==> src/rtl/alu_writeback_stage.sv <==
// ----------------------------------------------------------------------------
// alu_writeback_stage
//
// Sits after the ALU. Each accepted result (ALU_Out, Zero) is stored with its
// destination tag in a small in-order circular buffer and later drained to the
// register-file write port over a valid/ready handshake. Buffered results that
// will still be written are searched combinationally so operand fetch can
// forward them.
//
// Ports:
//   clk, rst                    clock, synchronous active-high reset
//   In_Valid / In_Ready         result handshake from the execute stage
//   ALU_Out, Zero, Rd,          result payload: data, zero flag, dest register,
//   Reg_Write                   and whether the register file is written
//   Flush                       drop everything buffered (wins over push/pop)
//   WB_Valid / WB_Ready         register-file write handshake
//   WB_Addr, WB_Data, WB_Zero   head entry fields (zero when nothing to write)
//   Fwd_Addr1/2                 operand lookup addresses
//   Fwd_Hit1/2, Fwd_Data1/2     lookup result (youngest matching entry)
// ----------------------------------------------------------------------------
module alu_writeback_stage #(
    parameter int DATA_W = 32,
    parameter int ADDR_W = 5,
    parameter int DEPTH  = 2
) (
    input  logic              clk,
    input  logic              rst,
    input  logic              In_Valid,
    output logic              In_Ready,
    input  logic [DATA_W-1:0] ALU_Out,
    input  logic              Zero,
    input  logic [ADDR_W-1:0] Rd,
    input  logic              Reg_Write,
    input  logic              Flush,
    output logic              WB_Valid,
    input  logic              WB_Ready,
    output logic [ADDR_W-1:0] WB_Addr,
    output logic [DATA_W-1:0] WB_Data,
    output logic              WB_Zero,
    input  logic [ADDR_W-1:0] Fwd_Addr1,
    input  logic [ADDR_W-1:0] Fwd_Addr2,
    output logic              Fwd_Hit1,
    output logic [DATA_W-1:0] Fwd_Data1,
    output logic              Fwd_Hit2,
    output logic [DATA_W-1:0] Fwd_Data2
);

    localparam int PTR_W = (DEPTH > 1) ? $clog2(DEPTH) : 1;
    localparam int CNT_W = $clog2(DEPTH + 1);

    // Entry storage. Payload fields carry no reset; occupancy is defined by
    // count/pointers and the write-enable bits are cleared on reset.
    logic [DATA_W-1:0] data_mem [DEPTH];
    logic              zero_mem [DEPTH];
    logic [ADDR_W-1:0] rd_mem   [DEPTH];
    logic [DEPTH-1:0]  wr_reg;

    logic [PTR_W-1:0]  wr_ptr_reg, wr_ptr_next;
    logic [PTR_W-1:0]  rd_ptr_reg, rd_ptr_next;
    logic [CNT_W-1:0]  count_reg,  count_next;

    logic [DEPTH-1:0]  live_vec;
    logic              head_live;
    logic              push;
    logic              pop;

    // An entry is live when it is currently occupied (its distance from the
    // read pointer is below count), requests a write, and targets a nonzero
    // register. Dead entries still occupy a slot until they retire.
    genvar gi;
    generate
        for (gi = 0; gi < DEPTH; gi++) begin : g_live
            logic [PTR_W-1:0] age;
            assign age          = PTR_W'(gi) - rd_ptr_reg;
            assign live_vec[gi] = wr_reg[gi] && (rd_mem[gi] != '0)
                                  && (CNT_W'(age) < count_reg);
        end
    endgenerate

    // live_vec already folds in occupancy, so this is 0 when empty.
    assign head_live = live_vec[rd_ptr_reg];

    // Depends only on registered state: a full buffer never accepts, even if
    // the head is being written this cycle.
    assign In_Ready = (count_reg < CNT_W'(DEPTH));

    assign push = In_Valid && In_Ready && !Flush;
    // Dead heads retire on their own, one per cycle; live heads wait for
    // the register file.
    assign pop  = (count_reg != '0) && !Flush && (!head_live || WB_Ready);

    assign WB_Valid = head_live && !Flush;
    assign WB_Addr  = head_live ? rd_mem[rd_ptr_reg]   : '0;
    assign WB_Data  = head_live ? data_mem[rd_ptr_reg] : '0;
    assign WB_Zero  = head_live ? zero_mem[rd_ptr_reg] : 1'b0;

    // ------------------------------------------------------------------
    // Pointer / occupancy update
    // ------------------------------------------------------------------
    always_comb begin
        wr_ptr_next = wr_ptr_reg;
        rd_ptr_next = rd_ptr_reg;
        count_next  = count_reg;
        if (Flush) begin
            wr_ptr_next = '0;
            rd_ptr_next = '0;
            count_next  = '0;
        end else begin
            if (push) begin
                wr_ptr_next = wr_ptr_reg + 1'b1;
            end
            if (pop) begin
                rd_ptr_next = rd_ptr_reg + 1'b1;
            end
            case ({push, pop})
                2'b10:   count_next = count_reg + 1'b1;
                2'b01:   count_next = count_reg - 1'b1;
                default: count_next = count_reg;
            endcase
        end
    end

    always_ff @(posedge clk) begin
        if (rst) begin
            wr_ptr_reg <= '0;
            rd_ptr_reg <= '0;
            count_reg  <= '0;
            wr_reg     <= '0;
        end else begin
            wr_ptr_reg <= wr_ptr_next;
            rd_ptr_reg <= rd_ptr_next;
            count_reg  <= count_next;
            if (push) begin
                wr_reg[wr_ptr_reg] <= Reg_Write;
            end
        end
    end

    always_ff @(posedge clk) begin
        if (push) begin
            data_mem[wr_ptr_reg] <= ALU_Out;
            zero_mem[wr_ptr_reg] <= Zero;
            rd_mem[wr_ptr_reg]   <= Rd;
        end
    end

    // ------------------------------------------------------------------
    // Forwarding: walk from oldest to youngest so the youngest match wins.
    // The entry arriving on In_Valid this cycle is deliberately not seen.
    // ------------------------------------------------------------------
    function automatic logic [DATA_W:0] fwd_lookup(input logic [ADDR_W-1:0] addr);
        logic [DATA_W:0]  result;
        logic [PTR_W-1:0] idx;
        result = '0;
        for (int k = 0; k < DEPTH; k++) begin
            idx = rd_ptr_reg + PTR_W'(k);
            if (live_vec[idx] && (addr != '0) && (rd_mem[idx] == addr)) begin
                result = {1'b1, data_mem[idx]};
            end
        end
        return result;
    endfunction

    always_comb begin
        logic [DATA_W:0] r1;
        logic [DATA_W:0] r2;
        r1        = fwd_lookup(Fwd_Addr1);
        r2        = fwd_lookup(Fwd_Addr2);
        Fwd_Hit1  = r1[DATA_W];
        Fwd_Data1 = r1[DATA_W-1:0];
        Fwd_Hit2  = r2[DATA_W];
        Fwd_Data2 = r2[DATA_W-1:0];
    end

endmodule

==> config.mk <==
export PLATFORM = sky130hd
export DESIGN_NAME = alu_writeback_stage
export DESIGN_NICKNAME = d
export VERILOG_FILES = /design/src/rtl/alu_writeback_stage.sv
export SDC_FILE = /design/constraint.sdc
export NUM_CORES = 1
export LEC_CHECK = 0
export BUFFER_PORTS_ARGS = -buffer_cell sky130_fd_sc_hd__buf_2
export CAP_MARGIN = 20
export CORE_UTILIZATION = 49
export DETAILED_ROUTE_END_ITERATION = 8
export GPL_ROUTABILITY_DRIVEN = 0
export PLACE_DENSITY = 0.88
export SLEW_MARGIN = 20
export SYNTH_ARGS = -nofsm -noshare
export SYNTH_HDL_FRONTEND = slang
export SYNTH_SLANG_ARGS = --single-unit
==> constraint.sdc <==
create_clock -name clk -period 3.5 [get_ports clk]
set_clock_uncertainty 0.1 [all_clocks]
set_input_delay 0 -clock clk [delete_from_list [all_inputs] [get_ports clk]]
set_output_delay 0 -clock clk [all_outputs]
set_load 0.05 [all_outputs]
Word level (Yosys, flattened, before mapping)
Memory sizes are Yosys's and may differ from the RTL's. A register that Yosys moved wholly into a read port is not among the register bits.
Cells that the tools add are included.
{ "totals": {"ff_bits": 6, "latchBits": 0, "rom_bits": 0, "word_cells": 77, "input_bits": 54, "mem_bits_rw": 76, "out_inout_bits": 106, "memories": 3} }
{ "classes": {"n_mul": 0, "eq_ne": 6, "add_sub_neg": 6, "muxes": 23, "bitwise": 0, "div": 0, "reduce_logical": 28, "n_shift": 0, "magnitude_cmp": 7} }
{ "memory_table": {"columns": ["name", "depth", "width", "read_ports", "rd_ports_with_merged_regs", "write_ports", "line", "source"], "rows": [
  ["data_mem", 2, 32, 2, 1, 1, "53", "logic [DATA_W-1:0] data_mem [DEPTH];"],
  ["rd_mem", 2, 5, 4, 1, 1, "55", "logic [ADDR_W-1:0] rd_mem [DEPTH];"],
  ["zero_mem", 2, 1, 1, 1, 1, "54", "logic zero_mem [DEPTH];"]
]} }
{ "op_table": {"columns": ["op", "n"], "rows": [
  ["2-to-1 mux 33 bit", 4],
  ["2-to-1 mux 32 bit", 1],
  ["== test 5 bit", 4],
  ["nonzero test 5 bit", 4],
  ["logical AND 1 bit", 18],
  ["2-to-1 mux 1 bit", 14],
  ["< comparator 1 x 2 -> 1 bit (second input constant)", 3],
  ["2-to-1 mux 5 bit", 1],
  ["< comparator 1 x 2 -> 1 bit", 2],
  ["case mux 2 bit (2 select lines)", 1],
  ["nonzero test 2 bit", 2],
  ["adder 1 bit (second input constant)", 2],
  ["adder 2 x 1 -> 2 bit (second input constant)", 1],
  ["bitwise mux 2 bit", 1],
  ["== test 2 x 1 -> 1 bit (second input constant)", 1],
  ["== test 2 bit (second input constant)", 1],
  ["logical NOT 1 bit", 2],
  ["< comparator 2 bit (second input constant)", 1],
  ["OR reduction 2 bit", 1],
  ["subtractor 1 bit (first input constant)", 2],
  ["subtractor 2 x 1 -> 2 bit (second input constant)", 1],
  ["demux 1 bit (select 1 bit)", 1],
  ["greater-or-equal comparator 1 bit (second input constant)", 1],
  ["logical OR 1 bit", 1]
]} }

Longest topological paths before layout
Gate-level depths: netlist of the first run.
{ "depth": {"word_depth": 10, "ltp_mapped": 12, "ltp_nobuf": 10} }

Least setup slack after synthesis of the first run
No wires, ideal clock.
{ "synth_path": {"path_kind": "flip-flop to flip-flop", "startpoint": "register count_reg[1]", "endpoint": "memory data_mem[0][0] (enable)", "t_arrival_ps": 2388, "path_stages_with_launch": 6, "n_path_buf": 1, "synth_period_minus_slack_ps": 2923, "setup_ps": 435, "required_ps": 2965, "setup_slack_ps": 577, "cell_sequence": "dfxtp_1 -> buf_2 -> nor2_1 -> and2_1 -> inv_1 -> nor2_1"} }
{ "synth_via": {"elab_chain_len": 5} }
{ "synth_rtl": {"columns": ["item", "line", "source"], "rows": [
  ["start: declaration", "60", "logic [CNT_W-1:0] count_reg, count_next;"],
  ["start signal: assignment", "132", "count_reg <= count_next;"],
  ["< comparator 2 bit", "85", "assign In_Ready = (count_reg < CNT_W'(DEPTH));"],
  ["logical AND 1 bit (2 in a row)", "87", "assign push = In_Valid && In_Ready && !Flush;"],
  ["2-to-1 mux 1 bit", "140", "if (push) begin"],
  ["2-to-1 mux 1 bit (not written as such)", "141", "data_mem[wr_ptr_reg] <= ALU_Out;"],
  ["end: declaration", "53", null]
]} }
No other way between the ends.

==> results of run 1 <==
area by class of cell:
class / instances / area [sq um] / area share
multi-input combinational: 224 / 1800 / 0.3076
inverter: 4 / 15.01 / 0.002565
sequential: 83 / 2425 / 0.4143
clock inverter: 6 / 63.81 / 0.01090
clock buffer: 10 / 127.6 / 0.02180
timing repair buffer: 210 / 1286 / 0.2198
tap: 108 / 135.1 / 0.02309
synthesized netlist by cell type (4+ instances only):
master / n / share of area
mux2i_1: 40 / 0.091
edfxtp_1: 76 / 0.52
nor2_1: 49 / 0.042
dfxtp_1: 7 / 0.032
nand2_1: 4 / 0.0034
inv_1: 4 / 0.0034
clkbuf_1: 8 / 0.0068
buf_6: 10 / 0.026
buf_4: 5 / 0.0086
xor2_1: 5 / 0.010
a22o_1: 64 / 0.13
xnor2_1: 19 / 0.038
nor3_1: 6 / 0.0068
through the flow:
step | cell area (sq um) | hold slack, ns | worst slack (ns) | util | cells
3_3_place_gp | 5219 | 0.08720 | 0.5322 | 0.6014 | 586
6_report | 5853 | 0.03982 | 0.2294 | 0.6745 | 645
2_1_floorplan | 4389 | -0.03093 | 0.5769 | - | 335
5_1_grt | 5853 | 0.05768 | 0.05688 | 0.6745 | 645
3_5_place_dp | 5219 | 0.09139 | 0.4410 | 0.6014 | 586
4_1_cts | 5841 | 0.01451 | 0.03723 | 0.6730 | 645
timing repair:
item / in CTS / in global routing
hold buffers: 43 / 0
setup endpoints to repair: 0 / 35
endpoints found under the hold margin: 83 / 0
resized for setup: 0 / 2
power groups by stage:
stage	Combinational, mW	Sequential, mW	Clock, mW
CTS	0.183	1.14	0.670
global route	0.198	1.14	0.711
floorplan	0.0867	1.15	0
finish	0.184	1.14	0.662
global placement	0.138	1.16	0
detailed placement	0.145	1.16	0
cells by family after synthesis:
logic type      synth area share
buf+inv                  0.04561
flops                     0.5519
xor+xnor                 0.04789
compound gates            0.1391
fa+ha+maj               0.002850
simple gates             0.09036
mux                       0.1223
worst min path at each step:
| stage | cells after the start | slack, ns | start | end |
|---|---|---|---|---|
| floorplan | 1 | -0.03 | rst | wr_reg[0]$_SDFFE_PP0P_ |
| global route | 4 | 0.06 | WB_Ready | rd_ptr_reg$_SDFFE_PP0P_ |
| CTS | 4 | 0.01 | In_Valid | wr_ptr_reg$_SDFFE_PP0P_ |
| detailed placement | 1 | 0.09 | ALU_Out[1] | data_mem[0][1]$_DFFE_PP_ |
| global placement | 1 | 0.09 | ALU_Out[27] | data_mem[0][27]$_DFFE_PP_ |
| finish | 4 | 0.04 | In_Valid | wr_ptr_reg$_SDFFE_PP0P_ |
routing by layer:
metal,vias up,global-route usage
met4,0,0.1114
met2,187,0.4361
met5,-,0
met1,1796,0.2862
met3,27,0.03685
li1,1691,-
worst reg2reg max path, delay by kind of cell, from the launching register on:
| kind | cells | cell delay (ns) |
|---|---|---|
| buffers and inverters | 1 | 0.59 |
| xor gates and xnor gates | 1 | 0.08 |
| DFF | 1 | 0.45 |
| and+or+nand+nor | 5 | 1.21 |
| adders and majority gates | 1 | 0.26 |
| AOI/OAI and AO/OA | 2 | 0.53 |
==> run metrics, run 1 <==
outcome finished clean; Die H 96.65 microns; max-cap violations 0; Final period util 0.9344; switch share 0.2256; reg-to-reg slack, setup 0.23 ns; Sink Count 83; first drt pass iteration count 4; Worst setup EP type register; CP Cell Sequence or4_1, nor2_1, o32a_4, o22ai_1, nor2_1, ha_1, nor2_1, xnor2_1, nor3_1, dlygate4sd3_1; Initial Util 0.5058; clk root buf clkbuf_8; die area 9340 sq um; synthesis-to-layout area growth 33.35%; dpl hpwl 7501 microns; antenna viol nets, final 0; Tot GR Track Use 0.2433; Fmax achieved 305.8 MHz; Die X 96.65 microns; drt total wl 11,520 microns; Worst path max stage delay 0.59 ns; register clock-pin slew on the reported worst setup and hold paths 0.08 ns; worst r2r src rd_mem[1][2]$_DFFE_PP_; drc violations 0; Worst Path Required 3.68 ns; Slew @ Worst Pin 0.9992 ns; CP max-delay cell dlygate4sd3_1; Clk pwr share 0.334; first-pass GRT wire length 18,200 microns; commonest cells after routing, fill and taps aside buf_2 (159), edfxtp_1 (76), a22o_1 (64); LEAKAGE 2.440 nW; Top cell by count, worst path nor2_1; row count 34; Vias 3,701; Sum Neg Setup Slack 0 ns; Top FF cell, synth edfxtp_1; Syn Area/Cell 13.10 sq um; Max clock buf depth 2; I/O pin total 160; WP buf/inv 1; Largest register FFs 64; fin crit period 3.271 ns; NetSw 0.4474 mW; Post-synth EDFFs 76; wire length on met2 5980 microns; sequential area share after synthesis 0.5519; H-Tree Depth 3; FF+latch count, synth 83; Largest Register data_mem; internal power 1.536 mW; CP max FO 24; Async SR Flop Fraction 0; maximum VDD drop 0.2160 mV; type of origin of the critical path register; grt ovf 0; share of layout cells above drive strength 1 0.3687; Critical Path End count_reg[1]$_SDFFE_PP0P_; Synth Cell Area 4389 sq um; top layer in use met4; Synth Instances 335; CTS tree yes; Tot Pwr 1.984 mW; initial antenna violation count 0; pin count of the biggest net entering global routing 40; unrepaired setup endpoints after global routing false; synthesized net count 390; Slew Limit Fails 0; DRT met1 WL 4539 microns; Synthesis Warnings 0; count of final hold-check violations 0; crit path from rd_mem[1][2]$_DFFE_PP_; delay-heaviest family, CP simple AND/OR/NAND/NOR gates; Port Buffers 159; FF-to-FF End count_reg[1]$_SDFFE_PP0P_; Critical Setup Path Class reg2reg; Fill cells 653; total CTS buffers 9; setup violators final 0; ant diodes 0; arrival time at the worst endpoint 3.46 ns; Logic pwr share 0.093; HP Class in2reg; wire per inst 17.86 microns; Vias/cell 5.738; PwrDens 338.9 nW/um^2; count of different cell masters after synthesis 35; Slew headroom 0.3339; sequential share of power 0.573; fin nets 587; Largest regs data_mem: 64 flops, rd_mem: 10 flops; leading cell type in the layout, fill and taps excluded buf_2; Worst R2R Path Depth 10; vias in the first global route 3,766; Worst path depth 10; CORE AREA 8678 sq um; DR WL met3 708 microns; postcts setup bufs 0; worst skew pair latency 0.34 ns; DR iter-0 viols 157
Note: power is estimated with default switching activity, not from simulation.
==> inputs of run 2 (changes only) <==
--- a/config.mk
+++ b/config.mk
@@ -10,7 +10,7 @@
 export CORE_UTILIZATION = 49
 export DETAILED_ROUTE_END_ITERATION = 8
 export GPL_ROUTABILITY_DRIVEN = 0
-export PLACE_DENSITY = 0.88
+export PLACE_DENSITY = 0.79
 export SLEW_MARGIN = 20
 export SYNTH_ARGS = -nofsm -noshare
 export SYNTH_HDL_FRONTEND = slang
==> run metrics, run 2 (synthesis results as in run 1) <==
outcome finished clean; clk root buf clkbuf_8; HP Class in2reg; Port Buffers 159 (unchanged); Fill cells 670 (+2.6%); Largest regs data_mem: 64 flops, rd_mem: 10 flops; Sink Count 83 (unchanged); Worst path depth 8 (-2); pre-CTS setup slack 0.4513 ns (+0.01030 ns); Die H 96.65 microns (unchanged); CP Cell Sequence mux2i_1, xnor2_1, nor4_2, nand4bb_1, mux2i_4, buf_12, a22o_1, buf_2; reg-to-reg slack, setup 0.84 ns (+0.61 ns); Tot GR Track Use 0.2430 (-0.0003147); H-Tree Depth 3 (unchanged); Worst Path Required 3.40 ns (-0.28 ns); Largest Register data_mem; type of origin of the critical path register; count of final hold-check violations 0 (unchanged); grt ovf 0 (unchanged); CP max FO 27 (+13%); Hold Path Depth 4 (unchanged); FF-to-FF End wr_reg[0]$_SDFFE_PP0P_; max-cap violations 0 (unchanged); arrival time at the worst endpoint 3.20 ns (-0.26 ns); share of layout cells above drive strength 1 0.3701 (+0.001378); ant diodes 0 (unchanged); CP max-delay cell dfxtp_2; leading cell type in the layout, fill and taps excluded buf_2; Fmax achieved 302.8 MHz (-0.98%); Vias 3,644 (-1.5%); Slew Limit Fails 0 (unchanged); CORE AREA 8678 sq um (unchanged); row count 34 (unchanged); beginning of the worst hold path WB_Ready; Worst setup EP type output pin; vias in the first global route 3,724 (-1.1%); initial antenna violation count 0 (unchanged); drt total wl 11,540 microns (+0.15%); pin count of the biggest net entering global routing 40 (unchanged); Max clock buf depth 2 (unchanged); WP buf/inv 2 (+1); I/O pin total 160 (unchanged); total CTS buffers 9 (unchanged); unrepaired setup endpoints after global routing false; worst skew pair latency 0.33 ns (about the same); LEAKAGE 2.457 nW (+0.70%); Hold EP rd_ptr_reg$_SDFFE_PP0P_; Worst path max stage delay 0.63 ns (+0.04 ns); drc violations 0 (unchanged); worst setup slack after layout 0.1971 ns (-0.03234 ns); Slew @ Worst Pin 1.007 ns (+0.008078 ns); dpl hpwl 7553 microns (+0.70%); commonest cells after routing, fill and taps aside buf_2 (159), edfxtp_1 (76), a22o_1 (64); maximum VDD drop 0.2767 mV (+28%); register clock-pin slew on the reported worst setup and hold paths 0.08 ns (about the same); first drt pass iteration count 4 (unchanged); PwrDens 361.3 nW/um^2 (+6.6%); Sum Neg Setup Slack 0 ns (unchanged); CTS tree yes; fin crit period 3.303 ns (+0.03234 ns); delay-heaviest family, CP multiplexers; Vias/cell 5.667 (-1.2%); Largest register FFs 64 (unchanged); worst r2r src count_reg[1]$_SDFFE_PP0P_; DR iter-0 viols 151 (-3.8%); setup violators final 0 (unchanged); antenna viol nets, final 0 (unchanged); Initial Util 0.5058 (unchanged); synthesis-to-layout area growth 34.58%; fin nets 585 (-0.34%); Worst R2R Path Depth 8 (-2); Die X 96.65 microns (unchanged); Critical Setup Path Class reg2out; Slew headroom 0.3285 (-0.005385); first-pass GRT wire length 18,260 microns (+0.34%); wire per inst 17.94 microns (+0.46%); Final period util 0.9437 (+0.009241); die area 9340 sq um (unchanged)
## run 2: through the flow
step | cell area (sq um) | std cells | util | power, mW | hold slack, ns
floorplan | 4389 | 335 | - | 1.238 | -0.03093
global placement | 5229 | 584 | 0.6025 | 1.297 | 0.08817
detailed placement | 5229 | 584 | 0.6025 | 1.305 | 0.09218
CTS | 5899 | 643 | 0.6798 | 2.138 | 0.03725
global route | 5907 | 643 | 0.6807 | 2.195 | 0.09981
finish | 5907 | 643 | 0.6807 | 2.134 | 0.04375
## run 2: layout make-up
cell class / instances / area (sq um) / share of cell area
tap: 108 / 135.1 / 0.02288
inverter: 4 / 15.01 / 0.002542
clock buffer: 9 / 123.9 / 0.02097
timing repair buffer: 208 / 1296 / 0.2194
clock inverter: 7 / 116.4 / 0.01970
sequential: 83 / 2425 / 0.4105
multi-input combinational: 224 / 1795 / 0.3040
## run 2: power breakdown
part	internal, mW	switching (mW)
logic	0.0936	0.0929
registers	1.11	0.0249
clock network	0.473	0.337
total	1.68	0.455
## run 2: worst register-to-register path: cells and delay by family, from the launching register on
kind                   cells  cell delay [ns]
flip-flops                 1             0.39
buffers and inverters      3             1.09
AO/OA/AOI/OAI              1             0.14
AND/OR/NAND/NOR            4             0.88
## run 2: how the worst max path moves through the flow
stage                              start                        to  slack (ns)
4_1_cts          rd_ptr_reg$_SDFFE_PP0P_             Fwd_Data1[17]        0.06
2_1_floorplan  count_reg[1]$_SDFFE_PP0P_  data_mem[0][0]$_DFFE_PP_        0.58
5_1_grt                         register             Fwd_Data1[17]        0.06
3_5_place_dp     rd_ptr_reg$_SDFFE_PP0P_             Fwd_Data1[22]        0.45
3_3_place_gp     rd_ptr_reg$_SDFFE_PP0P_             Fwd_Data1[22]        0.61
6_report                        register             Fwd_Data1[17]        0.20
## run 2: timing repair
action | 4_1_cts | 5_1_grt
setup endpoints to repair | 0 | 59
hold buffers | 43 | 0
resized for setup | 0 | 2
endpoints found under the hold margin | 83 | 0
buffers inserted | 0 | 0
## run 2: layer usage
| layer | wire length [microns] | track usage |
|---|---|---|
| met5 | 0 | 0 |
| met2 | 6007 | 0.4328 |
| met4 | 246 | 0.1137 |
| met1 | 4625 | 0.2867 |
| met3 | 658 | 0.03757 |
==> inputs of run 3 (changes only) <==
--- a/config.mk
+++ b/config.mk
@@ -5,12 +5,11 @@
 export SDC_FILE = /design/constraint.sdc
 export NUM_CORES = 1
 export LEC_CHECK = 0
-export BUFFER_PORTS_ARGS = -buffer_cell sky130_fd_sc_hd__buf_2
 export CAP_MARGIN = 20
 export CORE_UTILIZATION = 49
 export DETAILED_ROUTE_END_ITERATION = 8
+export DONT_BUFFER_PORTS = 1
 export GPL_ROUTABILITY_DRIVEN = 0
-export PLACE_DENSITY = 0.79
 export SLEW_MARGIN = 20
 export SYNTH_ARGS = -nofsm -noshare
 export SYNTH_HDL_FRONTEND = slang
==> run metrics, run 3 (synthesis results as in run 1) <==
outcome finished clean; dpl hpwl 7416 microns (-1.8%); vias in the first global route 3,540 (-4.9%); Port Buffers 0 (-100%); I/O pin total 160 (unchanged); crit path from rd_ptr_reg$_SDFFE_PP0P_; type of origin of the critical path register; setup violators final 0 (unchanged); Post-DP Area 5504 sq um (+5.3%); worst r2r src rd_mem[1][2]$_DFFE_PP_; leading cell type in the layout, fill and taps excluded edfxtp_1; worst skew pair latency 0.34 ns (about the same); Post-Layout Inst Area 6127 sq um (+3.7%); PwrDens 317.5 nW/um^2 (-12%); total CTS buffers 9 (unchanged); Final period util 0.9352 (-0.008450); Fmax achieved 305.5 MHz (+0.90%); Largest Register data_mem; grt ovf 0 (unchanged); Initial Util 0.5058 (unchanged); Inst Count DP 516 (-12%); LEAKAGE 2.206 nW (-10%); initial antenna violation count 0 (unchanged); Worst Path Required 3.40 ns (about the same); pin count of the biggest net entering global routing 40 (unchanged); CORE AREA 8678 sq um (unchanged); ant diodes 0 (unchanged); Slew @ Worst Pin 0.9863 ns (-0.02100 ns); fin crit period 3.273 ns (-0.02958 ns); register clock-pin slew on the reported worst setup and hold paths 0.08 ns (about the same); row count 34 (unchanged); drt total wl 11,320 microns (-1.9%); Largest register FFs 64 (unchanged); Tot GR Track Use 0.2432 (about the same); Slew Limit Fails 0 (unchanged); Sink Count 83 (unchanged); met1 GRT Util 0.2773 (-0.009385); drc violations 0 (unchanged); CP max FO 32 (+19%); M2 GR Usage 0.4388 (+0.005959); max-cap violations 0 (unchanged); final std cells w/o fill 575 (-11%); count of final hold-check violations 0 (unchanged); M3 GR Usage 0.05925 (+0.02168); H-Tree Depth 3 (unchanged); unrepaired setup endpoints after global routing false; Max clock buf depth 2 (unchanged); grt peak-use layer met2; first drt pass iteration count 5 (+1); Sum Neg Setup Slack 0 ns (unchanged); share of layout cells above drive strength 1 0.2719 (-0.09814); Worst setup EP type output pin; Vias/cell 5.769 (+1.8%); clk root buf clkbuf_8; CTS tree yes; first-pass GRT wire length 18,060 microns (-1.1%); fin nets 518 (-11%); Slew headroom 0.3425 (+0.01400); Die H 96.65 microns (unchanged); fin util 0.7060 (+0.02537); Critical Setup Path Class reg2out; maximum VDD drop 0.2676 mV (-3.3%); antenna viol nets, final 0 (unchanged); DR iter-0 viols 132 (-13%); arrival time at the worst endpoint 3.17 ns (-0.03 ns); wire per inst 19.68 microns (+9.7%); synthesis-to-layout area growth 39.60%; beginning of the worst hold path Flush; Tot Pwr 1.945 mW (-8.9%); die area 9340 sq um (unchanged); Die X 96.65 microns (unchanged); HP Class in2reg; Largest regs data_mem: 64 flops, rd_mem: 10 flops; commonest cells after routing, fill and taps aside edfxtp_1 (76), a22o_1 (64), buf_4 (64); Vias 3,317 (-9.0%)
run 3: cell count changes in the layout (fill, tap and decap cells not counted), moves of 2 or more:
cell / delta
buf_2: -159
bufinv_16: -2
buf_4: +60
clkinvlp_4: +2
clkinv_4: -2
buf_12: +31
run 3: layout make-up:
cell class                      count  area [sq um]
Clock buffer                       10         127.6
Clock inverter                      5         55.05
Fill cell                         623          2551
Inverter                            4         15.01
Multi-Input combinational cell    224          1789
Sequential cell                    83          2424
Tap cell                          108         135.1
Timing Repair Buffer              141          1582
run 3: repair_timing:
item | in CTS | in global routing
hold buffers | 44 | 0
setup buffers | 0 | 0
gates resized for setup | 0 | 0
hold endpoints to repair | 83 | 0
run 3: final timing paths:
| check | cells past startpoint | endpoint | slack, ns |
|---|---|---|---|
| worst max-delay path | 8 | Fwd_Data2[17] | 0.23 |
| worst min-delay path | 5 | count_reg[1]$_SDFFE_PP0P_ | 0.09 |
| worst max register to register | 10 | count_reg[1]$_SDFFE_PP0P_ | 0.56 |
| worst min register to register | 2 | wr_reg[1]$_SDFFE_PP0P_ | 0.45 |
run 3: critical path, stage by stage (launching register included):
cell     delay (ns)
dfxtp_1        0.53
buf_4          0.28
mux2_2         0.39
xor2_1         0.16
nor4_2         0.26
nand4_2        0.23
mux2_4         0.52
a22o_1         0.29
buf_12         0.16
run 3: layer usage:
metal,vias up,part of all wire
li1,1542,-
met1,1614,0.38
met2,142,0.52
met3,19,0.079
met4,0,0.021
met5,-,0
run 3: metrics by stage:
step,hold slack (ns),setup WS [ns]
2_1_floorplan,-0.03093,0.5769
3_3_place_gp,-0.02914,0.6473
3_5_place_dp,-0.02436,0.6017
4_1_cts,0.04147,0.2158
5_1_grt,0.1208,0.08630
6_report,0.08759,0.2267
run 3: power by group:
part | leakage, nW | switching (mW) | internal (mW)
sequential | 0.755 | 0.0223 | 1.11
clock | 0.0881 | 0.333 | 0.324
combinational | 1.36 | 0.0771 | 0.0764
